$ cat src/rtl/ifetch_mux_1_pkg.sv
// Shared fetch-stage definitions for the MIPS datapath.
// Covers the word width, the reset PC and the PC-select encodings.
package ifetch_mux_1_pkg;

  localparam int          WORD_W   = 32;
  localparam logic [31:0] RESET_PC = 32'h0000_0000;

  typedef enum logic {
    SEL_SEQ      = 1'b0,
    SEL_REDIRECT = 1'b1
  } sel_e;

endpackage

$ cat src/rtl/ifetch_mux_1_mux2_w.sv
// Width-parameterised combinational 2:1 mux.
// Anything other than a clean 1 on sel (0, X, Z) falls back to a.
module mux2_w #(
  parameter int W = 32
) (
  input  logic [W-1:0] a,
  input  logic [W-1:0] b,
  input  logic         sel,
  output logic [W-1:0] y
);

  // if/else rather than ?: so an unknown select resolves to a, not an X-merge
  always_comb begin
    y = a;
    if (sel == 1'b1) begin
      y = b;
    end
  end

endmodule

$ cat src/rtl/ifetch_mux_1.sv
// Fetch-stage PC selector: sequential PC vs redirect target, with a
// zero-latency result for the PC path and a registered copy plus redirect flag.
module ifetch_mux_1
  import ifetch_mux_1_pkg::*;
#(
  parameter int               WIDTH       = WORD_W,
  parameter logic [WIDTH-1:0] RESET_VALUE = RESET_PC
) (
  input  logic             clk,
  input  logic             rst,
  input  logic [WIDTH-1:0] op0,
  input  logic [WIDTH-1:0] op1,
  input  logic             sel,
  input  logic             en,
  output logic [WIDTH-1:0] mux_out1,
  output logic [WIDTH-1:0] mux_q,
  output logic             sel_q
);

  logic is_redirect;

  mux2_w #(
    .W(WIDTH)
  ) u_mux (
    .a  (op0),
    .b  (op1),
    .sel(sel),
    .y  (mux_out1)
  );

  // Mirrors the mux decision so an unknown select records as sequential
  always_comb begin
    is_redirect = 1'b0;
    if (sel == SEL_REDIRECT) begin
      is_redirect = 1'b1;
    end
  end

  always_ff @(posedge clk or posedge rst) begin
    if (rst) begin
      mux_q <= RESET_VALUE;
      sel_q <= 1'b0;
    end else if (en) begin
      mux_q <= mux_out1;
      sel_q <= is_redirect;
    end
  end

endmodule

$ cat config.mk
export PLATFORM = sky130hd
export DESIGN_NAME = ifetch_mux_1
export DESIGN_NICKNAME = d
export VERILOG_FILES = /design/src/rtl/ifetch_mux_1_pkg.sv /design/src/rtl/ifetch_mux_1_mux2_w.sv /design/src/rtl/ifetch_mux_1.sv
export SDC_FILE = /design/constraint.sdc
export NUM_CORES = 1
export LEC_CHECK = 0
export ABC_CLOCK_PERIOD_IN_PS = 2050
export CAP_MARGIN = 20
export CORE_ASPECT_RATIO = 1.2
export CORE_MARGIN = 8
export CORE_UTILIZATION = 38
export CTS_CLUSTER_SIZE = 25
export DETAILED_ROUTE_END_ITERATION = 10
export GPL_TIMING_DRIVEN = 0
export HOLD_SLACK_MARGIN = 0.1
export PLACE_DENSITY = 0.88
export SYNTH_ARGS = -nofsm -noshare
export SYNTH_HDL_FRONTEND = slang
export SYNTH_SLANG_ARGS = --single-unit
$ cat constraint.sdc
create_clock -name clk -period 2.05 [get_ports clk]
set_input_delay 0.41 -clock clk [delete_from_list [all_inputs] [get_ports clk]]
set_output_delay 0.41 -clock clk [all_outputs]
set_load 0.1 [all_outputs]
==> results.toml <==
[clock_tree]
cts_root_buf = "clkbuf_8"
cts_inserted_buffers = 5
htree_levels = 2
cts_tree = "yes"
cts.clk_slew.worst_paths_ns = 0.07
clock_latency_ns = 0.28
clockBufferDepth = 2
post_cts_resized = 129
cts_sinks = 33
ctsHoldBuffers = 0
post_cts_buffers = 0

[die]
io_pins = 133
die_h_um = 92.91
coreArea_mm2 = 0.004835
die_w_um = 80.09
die_area_mm2 = 0.007441
fp-row-count = 28
initial_core_util_pct = 38.74

[timing]
slew-limit-headroom_pct = 32.72
clock_skew_ns = 0
layout_min_cycle_time_ns = 2.020
fmax_mhz = 495.0
rsz0062_at_grt = "false"
finalHoldViolations = 0
worst_pin_slew_ns = 1.013
setup_violations = 0
slew_viol_final = 0
post-route-period-util_pct = 98.54
tns_ns = 0

[power]
vdd_drop_max_v = 0.0004383
finalPower_mw = 2.863
switching_share_pct = 50.60
power-per-cell-area_mw_per_mm2 = 851.6
intPower_mw = 1.414
power_frac_comb_pct = 56.4
clockPowerShare_pct = 16.6
p_leak_nw = 1.584
p_switching_mw = 1.449
p_seq_share_pct = 27.0

[place]
place_hpwl_um = 4995
gp_congestion = 0.7181
io_buffers = 130

[global_routing]
grt-ovfl-total = 0
met2_usage_pct = 28.76
met3_usage_pct = 6.783
grt_use_total_pct = 16.13
grt_pass1_vias = 1676
antenna_found_initial = 0
grt_start_max_net_pins = 20
grt_pass1_wl_um = 9163
grt-busiest-layer = "met2"
globalRouteMet1Util_pct = 15.84

[layout]
regArea_um2 = 825.8
multi_input_area_um2 = 949.7
fill_cells = 373
diodes = 0
syn_to_final_growth_pct = 79.49
nNetsFinal = 313
drive_above_1_share_pct = 46.34

[run_status]
status = "finished, final reports clean"

[synth]
netlist_area_mm2 = 0.001873
synth_cells = 107
ys_seq_elements = 33
synth_area_per_cell_um2 = 17.51
yosysWarnings = 0
synth_cell_types = 8
synth_nets = 175
yosysSeqAreaShare_pct = 44.09

[drt]
viasPerCell = 4.725
drt_iter0_markers = 18
drt_first_pass_iters = 4
wl_um = 5918
via_count = 1446
ant_nets = 0
post_drt_wl_per_cell_um = 19.34
drc = 0

[setup_path]
crit_required_ns = 1.64
critPathKind = "in -> out"
start_kind = "primary input"
crit_arrival_ns = 1.61
critical_path_peak_fanout = 2
critPathCaptureType = "primary output"

[worst_hold_path]
hold_class = "in -> reg"

[flow_run]
cap_violations = 0
-- worst max-delay path, stage by stage --
cell and delay [ns]:
clkdlybuf4s50_1 0.48, mux2_4 0.16, clkdlybuf4s15_2 0.55
-- worst paths after layout --
path / start / to / slack (ns) / cells after the start
max: op1[28] / mux_out1[28] / 0.03 / 3
max reg2reg: mux_q[19] / mux_q[19] / 1.27 / 1
min: en / mux_q[11] / 0.48 / 2
max in group asynchronous: rst / mux_q[8] / 0.99 / 3
min reg2reg: mux_q[29] / mux_q[29] / 0.51 / 1
min in group asynchronous: rst / mux_q[26] / 0.53 / 2
-- cell usage in the layout, fill, tap and decap left out --
| cell | count |
|---|---|
| dlygate4sd2_1 | 33 |
| mux2_2 | 7 |
| clkdlybuf4s50_1 | 65 |
| inv_1 | 1 |
| clkdlybuf4s15_2 | 32 |
| buf_2 | 3 |
| buf_6 | 1 |
| clkbuf_8 | 5 |
| clkinv_2 | 2 |
| buf_16 | 1 |
| dfrtp_1 | 33 |
| mux2_4 | 58 |
| buf_12 | 3 |
| buf_4 | 1 |
| clkinvlp_4 | 1 |
-- kinds of logic (layout without fill, tap and decap cells) --
kind of cell	count (synthesis)	after routing	share of synthesized area, %
DFF	33	33	44.09
buffers and inverters	9	148	5.210
muxes	65	65	50.70
-- stage by stage --
stage               cell area [um^2]  instances  hold slack [ns]  setup WS [ns]  utilization, %
global placement                3249        297           0.4909        -0.5311           67.21
CTS                             3362        306           0.4689        0.03377           69.54
finish                          3362        306           0.4760        0.03000           69.54
floorplan                       1873        107           0.5389         0.4978               -
detailed placement              3277        298           0.4941        -0.5419           67.78
global route                    3362        306           0.4836        0.01507           69.54
-- layout make-up --
class,count,share of cell area [%]
buffer,8,2.791
clock inverter,3,0.5210
sequential,33,24.56
multi-input combinational,65,28.25
inverter,1,0.1116
timing repair buffer,131,39.49
clock buffer,5,2.047
tap,60,2.233
-- power groups by stage --
stage	Combinational (mW)	Sequential [mW]	Clock [mW]
2_1_floorplan	0.650	1.39	0
3_3_place_gp	1.68	0.783	0
3_5_place_dp	1.70	0.789	0
4_1_cts	1.63	0.775	0.490
5_1_grt	1.66	0.784	0.521
6_report	1.61	0.774	0.474
-- layer usage --
metal / wire length [um] / share of wire [%] / vias up
met4: 136 / 2.3 / 0
met2: 3094 / 52 / 81
li1: - / - / 658
met1: 2102 / 36 / 699
met5: 0 / 0 / -
met3: 585 / 9.9 / 8
-- flip-flops by register name, summed over array words and instances, names as in the netlist --
signal / count
mux_q: 32
sel_q: 1
-- cells in the mapped netlist, drive strengths merged --
master / n / area share [%]
mux2: 65 / 51
inv: 1 / 0.20
buf: 8 / 5.0
dfrtp: 33 / 44
Power figures use the tool's default switching activity.
